### config.mk
export PLATFORM = sky130hd
export DESIGN_NAME = vmem_port_arbiter
export DESIGN_NICKNAME = d
export VERILOG_FILES = /design/src/rtl/vmem_port_arbiter.sv
export SDC_FILE = /design/constraint.sdc
export NUM_CORES = 1
export LEC_CHECK = 0
export BUFFER_PORTS_ARGS = -buffer_cell sky130_fd_sc_hd__buf_2
export CORE_AREA = 2 2 212 214
export CTS_BUF_LIST = sky130_fd_sc_hd__clkbuf_4 sky130_fd_sc_hd__clkbuf_8
export DETAILED_ROUTE_END_ITERATION = 10
export DIE_AREA = 0 0 214 216
export GPL_TIMING_DRIVEN = 0
export PLACE_DENSITY_LB_ADDON = 0.12
export SYNTH_ARGS = -nofsm -noshare
export SYNTH_HDL_FRONTEND = slang
export SYNTH_SLANG_ARGS = --single-unit
### constraint.sdc
create_clock -name clk -period 7.4 [get_ports clk]
set_clock_uncertainty 0.15 [all_clocks]
set_input_delay 0.74 -clock clk [delete_from_list [all_inputs] [get_ports clk]]
set_output_delay 0.74 -clock clk [all_outputs]
set_load 0.005 [all_outputs]
### src/rtl/vmem_port_arbiter.sv
// Burst-level round-robin arbiter sharing the vector-memory queue port between
// the vector load/store unit (client 0) and the scalar bulk copy engine (client 1).
module vmem_port_arbiter #(
    parameter int DATA_WIDTH = 64,
    parameter int ADDR_WIDTH = 32,
    parameter int LEN_WIDTH  = 8
) (
    input  logic                      clk,
    input  logic                      reset,
    input  logic                      c0_req,
    input  logic                      c0_is_store,
    input  logic [ADDR_WIDTH-1:0]     c0_addr,
    input  logic [LEN_WIDTH-1:0]      c0_len,
    output logic                      c0_ack,
    input  logic [DATA_WIDTH-1:0]     c0_wr_data,
    input  logic [DATA_WIDTH/8-1:0]   c0_wr_be,
    input  logic                      c0_wr_valid,
    output logic                      c0_wr_ready,
    output logic [DATA_WIDTH-1:0]     c0_rd_data,
    output logic                      c0_rd_valid,
    output logic                      c0_done,
    input  logic                      c1_req,
    input  logic                      c1_is_store,
    input  logic [ADDR_WIDTH-1:0]     c1_addr,
    input  logic [LEN_WIDTH-1:0]      c1_len,
    output logic                      c1_ack,
    input  logic [DATA_WIDTH-1:0]     c1_wr_data,
    input  logic [DATA_WIDTH/8-1:0]   c1_wr_be,
    input  logic                      c1_wr_valid,
    output logic                      c1_wr_ready,
    output logic [DATA_WIDTH-1:0]     c1_rd_data,
    output logic                      c1_rd_valid,
    output logic                      c1_done,
    output logic                      mq_start,
    output logic                      mq_is_store,
    output logic [ADDR_WIDTH-1:0]     mq_addr,
    output logic [LEN_WIDTH-1:0]      mq_len,
    output logic [DATA_WIDTH-1:0]     mq_wr_data,
    output logic [DATA_WIDTH/8-1:0]   mq_wr_be,
    output logic                      mq_wr_valid,
    input  logic                      mq_wr_ready,
    input  logic [DATA_WIDTH-1:0]     mq_rd_data,
    input  logic                      mq_rd_valid,
    input  logic                      mq_done_ld,
    input  logic                      mq_done_st,
    output logic                      err
);
    typedef enum logic [1:0] {IDLE, START, XFER, FIN} state_t;

    state_t                  r_state, w_state_next;
    logic                    r_gnt, r_ptr, r_is_store, r_err;
    logic [ADDR_WIDTH-1:0]   r_addr;
    logic [LEN_WIDTH-1:0]    r_len, r_count;

    logic                    w_win_valid, w_win, w_req_store;
    logic [ADDR_WIDTH-1:0]   w_req_addr;
    logic [LEN_WIDTH-1:0]    w_req_len, w_count_next;
    logic                    w_ld, w_st, w_room, w_beat, w_done_match, w_done_wrong, w_err_set;
    logic                    w_g_wr_valid;
    logic [DATA_WIDTH-1:0]   w_g_wr_data;
    logic [DATA_WIDTH/8-1:0] w_g_wr_be;

    // Pointer names the preferred client only when both request at once.
    assign w_win_valid = !reset && (c0_req || c1_req);
    assign w_win       = (c0_req && c1_req) ? r_ptr : c1_req;
    assign w_req_store = w_win ? c1_is_store : c0_is_store;
    assign w_req_addr  = w_win ? c1_addr : c0_addr;
    assign w_req_len   = w_win ? c1_len : c0_len;

    assign w_ld         = (r_state == XFER) && !r_is_store;
    assign w_st         = (r_state == XFER) && r_is_store;
    assign w_room       = (r_count != r_len);
    assign w_g_wr_valid = r_gnt ? c1_wr_valid : c0_wr_valid;
    assign w_g_wr_data  = r_gnt ? c1_wr_data : c0_wr_data;
    assign w_g_wr_be    = r_gnt ? c1_wr_be : c0_wr_be;
    assign w_beat       = w_ld ? (mq_rd_valid && w_room)
                               : (w_st && w_room && w_g_wr_valid && mq_wr_ready);
    assign w_count_next = r_count + {{(LEN_WIDTH-1){1'b0}}, w_beat};
    assign w_done_match = r_is_store ? mq_done_st : mq_done_ld;
    assign w_done_wrong = r_is_store ? mq_done_ld : mq_done_st;

    always_comb begin
        w_state_next = r_state;
        w_err_set    = 1'b0;
        c0_ack       = 1'b0;
        c1_ack       = 1'b0;
        c0_wr_ready  = 1'b0;
        c1_wr_ready  = 1'b0;
        c0_rd_data   = '0;
        c1_rd_data   = '0;
        c0_rd_valid  = 1'b0;
        c1_rd_valid  = 1'b0;
        c0_done      = 1'b0;
        c1_done      = 1'b0;
        mq_start     = 1'b0;
        mq_is_store  = r_is_store;
        mq_addr      = r_addr;
        mq_len       = r_len;
        mq_wr_data   = '0;
        mq_wr_be     = '0;
        mq_wr_valid  = 1'b0;
        case (r_state)
            IDLE: begin
                w_err_set = mq_rd_valid || mq_done_ld || mq_done_st;
                if (w_win_valid) begin
                    c0_ack       = !w_win;
                    c1_ack       = w_win;
                    w_state_next = (w_req_len == '0) ? FIN : START;
                end
            end
            START: begin
                mq_start     = 1'b1;
                w_state_next = XFER;
            end
            XFER: begin
                if (r_is_store) begin
                    mq_wr_valid = w_room && w_g_wr_valid;
                    mq_wr_data  = w_g_wr_data;
                    mq_wr_be    = w_g_wr_be;
                    c0_wr_ready = !r_gnt && w_room && mq_wr_ready;
                    c1_wr_ready = r_gnt && w_room && mq_wr_ready;
                end else begin
                    c0_rd_valid = !r_gnt && mq_rd_valid && w_room;
                    c1_rd_valid = r_gnt && mq_rd_valid && w_room;
                    c0_rd_data  = r_gnt ? '0 : mq_rd_data;
                    c1_rd_data  = r_gnt ? mq_rd_data : '0;
                    w_err_set   = mq_rd_valid && !w_room;
                end
                // A done that lands with the final beat counts that beat first.
                if (w_done_match) begin
                    w_state_next = FIN;
                    if (w_count_next != r_len) w_err_set = 1'b1;
                end
                if (w_done_wrong) w_err_set = 1'b1;
            end
            FIN: begin
                c0_done      = !r_gnt;
                c1_done      = r_gnt;
                w_state_next = IDLE;
            end
            default: w_state_next = IDLE;
        endcase
    end

    always_ff @(posedge clk) begin
        if (reset) r_state <= IDLE;
        else       r_state <= w_state_next;
    end

    always_ff @(posedge clk) begin
        if (reset) begin
            r_gnt      <= 1'b0;
            r_ptr      <= 1'b0;
            r_is_store <= 1'b0;
            r_addr     <= '0;
            r_len      <= '0;
            r_count    <= '0;
            r_err      <= 1'b0;
        end else begin
            if (w_err_set) r_err <= 1'b1;
            if (r_state == IDLE && w_win_valid) begin
                r_gnt      <= w_win;
                r_ptr      <= !w_win;
                r_is_store <= w_req_store;
                r_addr     <= w_req_addr;
                r_len      <= w_req_len;
                r_count    <= '0;
            end else if (w_beat) begin
                r_count <= w_count_next;
            end
        end
    end

    assign err = r_err;
endmodule
==> impl_metrics.sql, run 1 <==
INSERT INTO impl_metrics (metric_group, metric, value, unit) VALUES
('setup_path', 'path_max_fanout', '10', ''),
('setup_path', 'rr_worst_depth', '14', ''),
('sta', 'achievable_freq', '264', 'MHz'),
('sta', 'setup_violations', '0', ''),
('detailed_routing', 'finalWirelength', '33.5', 'mm'),
('clock_network', 'ctsLongestPathBuffers', '2', ''),
('power_and_ir_drop', 'vdd_drop_max', '141', 'µV'),
('power_and_ir_drop', 'clkPwrFrac', '0.150', ''),
('detailed_routing', 'drt_first_iter_violations', '296', ''),
('sta', 'final_min_period_over_clock_period', '0.511', ''),
('detailed_routing', 'drt-wirelength-per-cell', '18.6', 'µm'),
('logic_synthesis', 'synth_warnings', '0', ''),
('global_route', 'grt_util_met2', '0.238', ''),
('outcome', 'status', 'finished clean', ''),
('setup_path', 'critical_path_arrival', '3870', 'ps'),
('power_and_ir_drop', 'static-leakage-power', '0.00452', 'µW'),
('setup_path', 'timing.reg2reg.setup_slack', '3620', 'ps'),
('detailed_routing', 'remaining_drc_errors', '0', ''),
('place', 'placement.cell_area', '8290', 'µm²'),
('clock_network', 'cts.clk_slew.worst_paths', '110', 'ps'),
('clock_network', 'cts.repair_timing.setup_buffer_count', '0', ''),
('place', 'placed_cells_incl_taps', '1780', ''),
('cells_and_area', 'final_design_area_no_fill', '8430', 'µm²'),
('cells_and_area', 'num-nets-final', '1501', ''),
('cells_and_area', 'areaGrowthSynthToFinish', '75.8', '%'),
('place', 'dp_hpwl', '29.4', 'mm'),
('setup_path', 'cp-start-kind', 'register', ''),
('global_route', 'grt_start_max_net_pins', '17', ''),
('logic_synthesis', 'postSynthRegisterBits', '54', ''),
('sta', 'slew_headroom', '0.403', ''),
('setup_path', 'worstSetupPathType', 'reg -> reg', ''),
('die', 'io_pins', '552', ''),
('clock_network', 'cts_hold_buffers', '0', ''),
('die', 'die_span_x', '214', 'µm'),
('setup_path', 'r2r_end', 'err$_SDFFE_PP0P_', ''),
('detailed_routing', 'drt-vias-per-instance', '3.66', ''),
('clock_network', 'clk_root_buffer_cell', 'sky130_fd_sc_hd__clkbuf_8', ''),
('global_route', 'grt_util_met3', '0.0397', ''),
('clock_network', 'htreeDepth', '2', ''),
('logic_synthesis', 'cell_area_synth', '4790', 'µm²'),
('sta', 'setup-tns-final', '0', 'ps'),
('setup_path', 'crit_path_max_incr_delay', '570', 'ps'),
('setup_path', 'required', '7480', 'ps'),
('setup_path', 'crit_path_start', 'r_count[3]$_SDFFE_PP0N_', ''),
('worst_hold_path', 'hp-class', 'reg -> reg', ''),
('sta', 'report.final.hold_viol_count', '0', ''),
('setup_path', 'cp-endpoint', 'err$_SDFFE_PP0P_', ''),
('logic_synthesis', 'synth-edff-count', '0', ''),
('setup_path', 'worst_setup_path_end_kind', 'register', ''),
('power_and_ir_drop', 'psw', '633', 'µW'),
('clock_network', 'clk-insertion-delay-late', '330', 'ps'),
('clock_network', 'cts.repair.resized', '0', ''),
('logic_synthesis', 'syn_avg_cell_area', '7.53', 'µm²'),
('clock_network', 'cts_inserted_buffers', '5', ''),
('detailed_routing', 'drt_pass1_iterations', '4', ''),
('sta', 'tightest_slew', '895', 'ps'),
('power_and_ir_drop', 'switch_share', '0.432', ''),
('logic_synthesis', 'mappedNetlistNets', '943', ''),
('die', 'initial_util', '0.109', ''),
('die', 'coreArea', '43800', 'µm²'),
('clock_network', 'number_of_clock_sinks', '54', ''),
('logic_synthesis', 'postSynth.asyncResetShare', '0', ''),
('run', 'cap_viol_max_count', '0', ''),
('die', 'die-height', '216', 'µm'),
('logic_synthesis', 'synth.distinct_cells', '47', ''),
('setup_path', 'r2r-start', 'r_count[3]$_SDFFE_PP0N_', ''),
('detailed_routing', 'postRouteAntennaNets', '0', ''),
('logic_synthesis', 'most_instantiated_flip_flop_cell_in_the_synthesis_netlist', 'sky130_fd_sc_hd__dfxtp_1', ''),
('logic_synthesis', 'post_synth_inst_count', '637', ''),
('sta', 'final_max_slew_viol_count', '0', ''),
('place', 'place.gp.congestion', '0.898', '');
## power by group through the flow
| stage | registers [µW] | clock network, µW | logic [µW] |
|---|---|---|---|
| 4_1_cts | 419 | 235 | 849 |
| 3_5_place_dp | 424 | 0 | 846 |
| 5_1_grt | 428 | 248 | 928 |
| 6_report | 417 | 220 | 829 |
| 3_3_place_gp | 424 | 0 | 852 |
| 2_1_floorplan | 414 | 0 | 447 |
## critical path: cells and delay by family (launching register included)
family / cells / cell delay [ps]
AOI/OAI and AO/OA: 4 / 750
DFF: 1 / 320
xor gates and xnor gates: 1 / 170
and+or+nand+nor: 4 / 1390
adders and majority gates: 2 / 510
buffers and inverters: 3 / 370
## worst min path at each step
stage                             startpoint                 end  slack, ps  cells past startpoint
after floorplan           r_ptr$_SDFFE_PP0P_  r_ptr$_SDFFE_PP0P_        280                      1
after global placement    r_ptr$_SDFFE_PP0P_  r_ptr$_SDFFE_PP0P_        300                      1
after detailed placement  r_ptr$_SDFFE_PP0P_  r_ptr$_SDFFE_PP0P_        310                      1
after CTS                 r_ptr$_SDFFE_PP0P_  r_ptr$_SDFFE_PP0P_        330                      1
after global routing      r_ptr$_SDFFE_PP0P_  r_ptr$_SDFFE_PP0P_        350                      1
final                     r_ptr$_SDFFE_PP0P_  r_ptr$_SDFFE_PP0P_        330                      1
## placed cells by master (no fill, tap or decap), types with 11 or more instances in the layout
master	n
sky130_fd_sc_hd__dfxtp_1	54
sky130_fd_sc_hd__a22oi_1	12
sky130_fd_sc_hd__nor2_1	108
sky130_fd_sc_hd__a211oi_1	21
sky130_fd_sc_hd__nand2_1	24
sky130_fd_sc_hd__clkbuf_1	34
sky130_fd_sc_hd__o21ai_0	21
sky130_fd_sc_hd__xnor2_1	11
sky130_fd_sc_hd__mux2i_1	104
sky130_fd_sc_hd__a21oi_1	11
sky130_fd_sc_hd__and2_1	131
sky130_fd_sc_hd__buf_2	562
## cell families (layout without fill, tap and decap cells)
group / after synthesis / count (layout) / share of synthesized area
fa+ha+maj: 6 / 6 / 0.0157
buf+inv: 63 / 622 / 0.0553
mux: 105 / 105 / 0.219
flops: 54 / 54 / 0.225
other cells: 0 / 9 / 0
xor+xnor: 15 / 15 / 0.0290
compound gates: 82 / 82 / 0.112
simple gates: 312 / 312 / 0.343
## area by class of cell
cell class	instances	area (µm²)
diodes	9	22.5
plain buffers	53	228
clock buffers	6	76.3
clock inverters	2	37.5
fillers	5075	35400
inverters	10	37.5
multi-input cells	520	3450
flip-flops and latches	54	1080
well taps	592	741
repair buffers	551	2760
## flip-flops by register name, indices dropped and copies added, names as in the netlist
signal and cells:
mq_addr 32, r_count 8, err 1, mq_len 8, r_gnt 1, mq_is_store 1, r_ptr 1, r_state 2
## stage by stage
stage | power [µW] | hold slack (ps) | worst slack, ps
2_1_floorplan | 861 | 277 | 4120
3_3_place_gp | 1280 | 302 | 3400
3_5_place_dp | 1270 | 307 | 3350
4_1_cts | 1500 | 333 | 3500
5_1_grt | 1600 | 351 | 3260
6_report | 1460 | 329 | 3620
## per-layer routing
| layer | part of all wire | vias to the layer above |
|---|---|---|
| met5 | 0.0016 | - |
| met2 | 0.48 | 327 |
| met4 | 0.029 | 8 |
| met1 | 0.41 | 2910 |
| met3 | 0.080 | 42 |
| li1 | - | 3282 |
## cell usage after synthesis (9+ instances only)
library cell / n / area share
sky130_fd_sc_hd__nand2_1: 24 / 0.019
sky130_fd_sc_hd__a22oi_1: 12 / 0.019
sky130_fd_sc_hd__dfxtp_1: 54 / 0.23
sky130_fd_sc_hd__nand3b_1: 9 / 0.014
sky130_fd_sc_hd__clkbuf_1: 34 / 0.027
sky130_fd_sc_hd__a21oi_1: 11 / 0.011
sky130_fd_sc_hd__inv_1: 9 / 0.0070
sky130_fd_sc_hd__buf_2: 11 / 0.011
sky130_fd_sc_hd__xnor2_1: 11 / 0.020
sky130_fd_sc_hd__nor2_1: 108 / 0.085
sky130_fd_sc_hd__a211oi_1: 21 / 0.033
sky130_fd_sc_hd__and2_1: 131 / 0.17
sky130_fd_sc_hd__mux2i_1: 104 / 0.22
sky130_fd_sc_hd__o21ai_0: 21 / 0.022
Power figures use the tool's default switching activity.
==> run 2: changes to the inputs <==
Settings changed: CORE_AREA 2 2 212 214 to 2 2 215 217, DIE_AREA 0 0 214 216 to 0 0 217 219.
Clock period 7.4 ns to 3.9 ns, I/O delays scaled along.
==> impl_metrics.sql, run 2 (same netlist as run 1, synthesis figures left out) <==
INSERT INTO impl_metrics (metric_group, metric, value, unit) VALUES
('outcome', 'status', 'finished clean', ''),
('sta', 'slew_headroom', '0.425', ''),
('die', 'fp.dieArea', '47500', 'µm²'),
('global_route', 'grt_util_met2', '0.234', ''),
('detailed_routing', 'drt_pass1_iterations', '4', ''),
('sta', 'achievable_freq', '274', 'MHz'),
('sta', 'grt_setup_unrepaired', 'false', ''),
('clock_network', 'cts_inserted_buffers', '5', ''),
('clock_network', 'clk_root_buffer_cell', 'sky130_fd_sc_hd__clkbuf_8', ''),
('cells_and_area', 'mostFrequentLayoutCell', 'sky130_fd_sc_hd__buf_2', ''),
('cells_and_area', 'areaGrowthSynthToFinish', '76.2', '%'),
('global_route', 'grt_usage', '0.136', ''),
('sta', 'final_max_slew_viol_count', '0', ''),
('global_route', 'grt_start_max_net_pins', '16', ''),
('global_route', 'global_route_wire_length_before_repair', '46.6', 'mm'),
('detailed_routing', 'postRouteAntennaNets', '0', ''),
('cells_and_area', 'num-nets-final', '1501', ''),
('sta', 'tightest_slew', '862', 'ps'),
('cells_and_area', 'most-common-layout-cells', 'sky130_fd_sc_hd__buf_2, sky130_fd_sc_hd__and2_1, sky130_fd_sc_hd__nor2_1, sky130_fd_sc_hd__mux2i_1, sky130_fd_sc_hd__dfxtp_1', ''),
('power_and_ir_drop', 'static-leakage-power', '0.00452', 'µW'),
('die', 'die-height', '219', 'µm'),
('place', 'dp_hpwl', '31.1', 'mm'),
('clock_network', 'htreeDepth', '2', ''),
('power_and_ir_drop', 'pwr_per_cell_area', '325', 'nW/µm²'),
('place', 'placed_cells_incl_taps', '1788', ''),
('die', 'initial_util', '0.106', ''),
('global_route', 'grt_pass1_vias', '6502', ''),
('sta', 'final_min_period_over_clock_period', '0.935', ''),
('detailed_routing', 'drt-wirelength-per-cell', '19.3', 'µm'),
('cells_and_area', 'largest_register_ffs', '32', ''),
('cells_and_area', 'total_of_fill_cells_in_the_finished_design', '5269', ''),
('clock_network', 'cts.clk_slew.worst_paths', '110', 'ps'),
('die', 'die_span_x', '217', 'µm'),
('detailed_routing', 'finalWirelength', '35.0', 'mm'),
('place', 'placement.cell_area', '8300', 'µm²'),
('cells_and_area', 'post_route_cells_drive_above_1_share', '0.487', ''),
('setup_path', 'path_max_fanout', '10', ''),
('setup_path', 'cp-start-kind', 'register', ''),
('place', 'io_buffer_count', '551', ''),
('clock_network', 'cts_tree', 'built', ''),
('sta', 'finalCriticalPeriod', '3650', 'ps'),
('setup_path', 'required', '4030', 'ps'),
('place', 'detailedPlace.worstSlack', '92.1', 'ps'),
('die', 'coreArea', '45100', 'µm²'),
('sta', 'setup_violations', '0', ''),
('cells_and_area', 'final_design_area_no_fill', '8450', 'µm²'),
('worst_hold_path', 'hp-class', 'in -> reg', ''),
('run', 'cap_viol_max_count', '0', ''),
('global_route', 'groute.layer.met1.usage', '0.150', ''),
('sta', 'finalWorstSetupSlack', '254', 'ps'),
('clock_network', 'ctsLongestPathBuffers', '2', ''),
('detailed_routing', 'drt-vias-per-instance', '3.65', ''),
('power_and_ir_drop', 'vdd_drop_max', '198', 'µV'),
('sta', 'report.final.hold_viol_count', '0', ''),
('sta', 'setup-tns-final', '0', 'ps'),
('clock_network', 'cts.repair_timing.setup_buffer_count', '0', ''),
('clock_network', 'clk-insertion-delay-late', '330', 'ps'),
('global_route', 'globalRoute.totalOverflow', '0', ''),
('die', 'rows', '78', ''),
('global_route', 'grt_util_met3', '0.0495', ''),
('setup_path', 'critical_path_arrival', '3780', 'ps'),
('detailed_routing', 'remaining_drc_errors', '0', ''),
('detailed_routing', 'via_count', '6603', ''),
('global_route', 'antenna_found_initial', '27', ''),
('setup_path', 'worstSetupPathType', 'reg -> reg', ''),
('cells_and_area', 'final_cell_count_no_fill', '1809', ''),
('setup_path', 'worst_setup_path_end_kind', 'register', ''),
('global_route', 'grt_busiest_layer', 'met2', ''),
('detailed_routing', 'drt_first_iter_violations', '221', ''),
('place', 'place.gp.congestion', '0.843', ''),
('die', 'io_pins', '552', ''),
('clock_network', 'number_of_clock_sinks', '54', '');
## run 2: worst paths after layout
kind | start | end | slack (ps) | cells past startpoint
worst min register to register | r_ptr$_SDFFE_PP0P_ | r_ptr$_SDFFE_PP0P_ | 330 | 1
worst max register to register | r_count[3]$_SDFFE_PP0N_ | err$_SDFFE_PP0P_ | 250 | 14
worst max-delay path | r_count[3]$_SDFFE_PP0N_ | err$_SDFFE_PP0P_ | 250 | 14
worst min-delay path | c0_addr[6] | mq_addr[6]$_SDFFE_PP0P_ | 100 | 3
## run 2: worst max-delay path, stage by stage, from the launching register on
cell                       delay, ps
sky130_fd_sc_hd__dfxtp_1         320
sky130_fd_sc_hd__buf_6           130
sky130_fd_sc_hd__xor2_2          160
sky130_fd_sc_hd__or4_1           590
sky130_fd_sc_hd__o211ai_4        230
sky130_fd_sc_hd__buf_6           180
sky130_fd_sc_hd__inv_2            50
sky130_fd_sc_hd__ha_1            220
sky130_fd_sc_hd__ha_1            280
sky130_fd_sc_hd__and3b_1         180
sky130_fd_sc_hd__or3_1           330
sky130_fd_sc_hd__a31oi_1         220
sky130_fd_sc_hd__nor4b_2          90
sky130_fd_sc_hd__a311o_1         350
sky130_fd_sc_hd__nand3_1          90
## run 2: where the power goes
group / internal (µW) / total [µW] / switching [µW]
registers: 686 / 783 / 97.6
clock network: 151 / 366 / 214
logic: 699 / 1600 / 897
## run 2: routing by layer
layer / routed length, µm / vias up / share of wire
met4: 983 / 10 / 0.028
met3: 3410 / 47 / 0.098
li1: - / 3297 / -
met2: 17200 / 332 / 0.49
met5: 58 / - / 0.0017
met1: 13300 / 2917 / 0.38
## run 2: repair_timing
item	in CTS	in global routing
endpoints found under the setup margin	0	1
resized for setup	0	3
hold buffers	0	0
## run 2: stage by stage
step	utilization	power (µW)	hold WS (ps)
2_1_floorplan	-	1630	277
3_3_place_gp	0.184	2420	304
3_5_place_dp	0.184	2410	312
4_1_cts	0.186	2800	73.0
5_1_grt	0.187	2990	100
6_report	0.187	2750	101
## run 2: cell type report
| type | count | area [µm²] | area share |
|---|---|---|---|
| multi-input combinational | 520 | 3470 | 0.410 |
| timing repair buffer | 551 | 2760 | 0.326 |
| sequential | 54 | 1080 | 0.128 |
| tap | 600 | 751 | 0.0888 |
| buffer | 53 | 228 | 0.0270 |
| clock buffer | 7 | 90.1 | 0.0107 |
| inverter | 10 | 37.5 | 0.00444 |
| antenna | 13 | 32.5 | 0.00385 |
| clock inverter | 1 | 5.00 | 0.000592 |
==> run 3: changes to the inputs <==
Settings changed: BUFFER_PORTS_ARGS -buffer_cell sky130_fd_sc_hd__buf_2 to -buffer_cell sky130_fd_sc_hd__buf_4, CORE_AREA 2 2 215 217 to 2 2 213 215, DIE_AREA 0 0 217 219 to 0 0 215 217, PLACE_DENSITY set to 0.4, PLACE_DENSITY_LB_ADDON 0.12 to not set.
==> impl_metrics.sql, run 3 (same netlist as run 1, synthesis figures left out) <==
INSERT INTO impl_metrics (metric_group, metric, value, unit) VALUES
('clock_network', 'number_of_clock_sinks', '54', ''),
('die', 'die_span_x', '215', 'µm'),
('setup_path', 'rr_worst_depth', '14', ''),
('detailed_routing', 'drt_first_iter_violations', '238', ''),
('cells_and_area', 'areaGrowthSynthToFinish', '105', '%'),
('cells_and_area', 'total_of_fill_cells_in_the_finished_design', '5092', ''),
('setup_path', 'crit_family', 'simple AND/OR/NAND/NOR gates', ''),
('setup_path', 'critical_path_arrival', '3790', 'ps'),
('clock_network', 'clk-insertion-delay-late', '330', 'ps'),
('global_route', 'grt_util_met2', '0.255', ''),
('die', 'io_pins', '552', ''),
('sta', 'slew_headroom', '0.301', ''),
('global_route', 'grt_start_max_net_pins', '18', ''),
('sta', 'report.final.hold_viol_count', '0', ''),
('clock_network', 'cts_inserted_buffers', '5', ''),
('worst_hold_path', 'hold-path-cell-count', '3', ''),
('global_route', 'global_route_wire_length_before_repair', '49.7', 'mm'),
('sta', 'finalWorstSetupSlack', '244', 'ps'),
('sta', 'achievable_freq', '274', 'MHz'),
('cells_and_area', 'post_route_cells_drive_above_1_share', '0.487', ''),
('cells_and_area', 'utilization', '0.220', ''),
('sta', 'setup_violations', '0', ''),
('worst_hold_path', 'timing.hold.worst_endpoint', 'mq_addr[7]$_SDFFE_PP0P_', ''),
('cells_and_area', 'most-common-layout-cells', 'sky130_fd_sc_hd__buf_4, sky130_fd_sc_hd__and2_1, sky130_fd_sc_hd__nor2_1, sky130_fd_sc_hd__mux2i_1, sky130_fd_sc_hd__dfxtp_1', ''),
('place', 'place.gp.congestion', '0.937', ''),
('clock_network', 'cts_hold_buffers', '0', ''),
('detailed_routing', 'drt_pass1_iterations', '4', ''),
('power_and_ir_drop', 'vdd_drop_max', '180', 'µV'),
('die', 'die-height', '217', 'µm'),
('global_route', 'groute.layer.met1.usage', '0.173', ''),
('run', 'cap_viol_max_count', '0', ''),
('clock_network', 'htreeDepth', '2', ''),
('sta', 'grt_setup_unrepaired', 'false', ''),
('cells_and_area', 'ff_latch_area', '1080', 'µm²'),
('sta', 'whs', '101', 'ps'),
('power_and_ir_drop', 'post-layout-total-power', '3060', 'µW'),
('setup_path', 'slowest_stage', 'sky130_fd_sc_hd__or4_1', ''),
('die', 'rows', '78', ''),
('sta', 'finalCriticalPeriod', '3660', 'ps'),
('setup_path', 'path_cells', 'buf_6, xor2_2, or4_1, o211ai_2, buf_6, inv_2, ha_1, ha_1, and3b_1, or3_1, a31oi_1, nor4b_2, a311o_1, nand3_1', ''),
('power_and_ir_drop', 'pwr_per_cell_area', '311', 'nW/µm²'),
('die', 'fp.dieArea', '46700', 'µm²'),
('global_route', 'grt_busiest_layer', 'met2', ''),
('global_route', 'grt_util_met3', '0.0443', ''),
('die', 'initial_util', '0.107', ''),
('cells_and_area', 'mostFrequentLayoutCell', 'sky130_fd_sc_hd__buf_4', ''),
('sta', 'final_max_slew_viol_count', '0', ''),
('setup_path', 'required', '4030', 'ps'),
('clock_network', 'cts_tree', 'built', ''),
('global_route', 'grt_pass1_vias', '6779', ''),
('detailed_routing', 'postRouteAntennaNets', '0', ''),
('place', 'detailedPlace.worstSlack', '83.6', 'ps'),
('setup_path', 'worst_setup_path_end_kind', 'register', ''),
('setup_path', 'cp-start-kind', 'register', ''),
('global_route', 'antenna_found_initial', '7', ''),
('setup_path', 'crit_path_max_incr_delay', '570', 'ps'),
('power_and_ir_drop', 'static-leakage-power', '0.00478', 'µW'),
('outcome', 'status', 'finished clean', ''),
('worst_hold_path', 'holdCritStartpoint', 'c1_addr[7]', ''),
('cells_and_area', 'multi_input_comb_area', '3460', 'µm²'),
('setup_path', 'r2r_end', 'err$_SDFFE_PP0P_', ''),
('place', 'io_buffer_count', '551', ''),
('sta', 'final_min_period_over_clock_period', '0.937', ''),
('detailed_routing', 'finalWirelength', '36.4', 'mm'),
('clock_network', 'cts.clk_slew.worst_paths', '120', 'ps'),
('sta', 'tightest_slew', '1050', 'ps'),
('sta', 'setup-tns-final', '0', 'ps'),
('detailed_routing', 'drt-wirelength-per-cell', '20.2', 'µm'),
('place', 'dp_hpwl', '32.2', 'mm'),
('clock_network', 'cts.repair_timing.setup_buffer_count', '0', ''),
('die', 'coreArea', '44700', 'µm²'),
('setup_path', 'timing.reg2reg.setup_slack', '240', 'ps'),
('setup_path', 'worstSetupPathType', 'reg -> reg', ''),
('clock_network', 'clk_root_buffer_cell', 'sky130_fd_sc_hd__clkbuf_8', ''),
('worst_hold_path', 'hp-class', 'in -> reg', ''),
('setup_path', 'r2r-start', 'r_count[3]$_SDFFE_PP0N_', ''),
('clock_network', 'ctsLongestPathBuffers', '2', ''),
('setup_path', 'cp.buffers_inverters', '3', ''),
('cells_and_area', 'num-nets-final', '1501', ''),
('detailed_routing', 'via_count', '6756', ''),
('detailed_routing', 'remaining_drc_errors', '0', ''),
('cells_and_area', 'largest_register_ffs', '32', ''),
('global_route', 'globalRoute.totalOverflow', '0', ''),
('setup_path', 'path_max_fanout', '10', ''),
('detailed_routing', 'drt-vias-per-instance', '3.75', ''),
('global_route', 'grt_usage', '0.146', '');
-- run 3: layer usage --
layer | routed length [µm] | vias to the layer above
li1 | - | 3279
met1 | 14400 | 3083
met2 | 17900 | 360
met3 | 3250 | 34
met4 | 884 | 0
met5 | 0 | -
-- run 3: worst min-delay path, stage by stage --
cell	delay, ps
sky130_fd_sc_hd__buf_4	70
sky130_fd_sc_hd__nand2_1	30
sky130_fd_sc_hd__o21ai_0	50
-- run 3: power by group --
| group | internal, µW | total [µW] | leakage (µW) | switching [µW] |
|---|---|---|---|---|
| clock network | 194 | 418 | 0.0000586 | 224 |
| logic | 914 | 1860 | 0.00427 | 942 |
| registers | 686 | 785 | 0.000445 | 99.3 |
| total | 1790 | 3060 | 0.00478 | 1270 |
-- run 3: repair_timing --
item | CTS | global route
endpoints found under the setup margin | 0 | 11
hold endpoints to repair | 0 | 0
gates resized for setup | 0 | 3
-- run 3: worst max path at each step --
| stage | startpoint | to | slack [ps] | cells after the start |
|---|---|---|---|---|
| floorplan | r_count[3]$_SDFFE_PP0N_ | err$_SDFFE_PP0P_ | 620 | 14 |
| global placement | r_gnt$_SDFFE_PP0P_ | err$_SDFFE_PP0P_ | 70 | 14 |
| detailed placement | r_gnt$_SDFFE_PP0P_ | err$_SDFFE_PP0P_ | 80 | 14 |
| CTS | r_state[0]$_SDFFE_PP0P_ | c0_rd_data[62] | 3 | 7 |
| global route | mq_len[3]$_SDFFE_PP0P_ | err$_SDFFE_PP0P_ | 20 | 13 |
| finish | r_count[3]$_SDFFE_PP0N_ | err$_SDFFE_PP0P_ | 240 | 14 |
-- run 3: final cells by class --
type                    count  share of cell area
diodes                      8             0.00204
plain buffers              53              0.0232
clock buffers               5             0.00700
clock inverters             3             0.00446
inverters                  10             0.00382
multi-input cells         520               0.352
flip-flops and latches     54               0.110
well taps                 600              0.0764
repair buffers            551               0.421
-- run 3: metrics by stage --
step                      cell area, µm²  instances
final                               9830       1804
after global placement              9680       1788
after global routing                9820       1802
after floorplan                     4790        637
after detailed placement            9680       1788
after CTS                           9790       1796
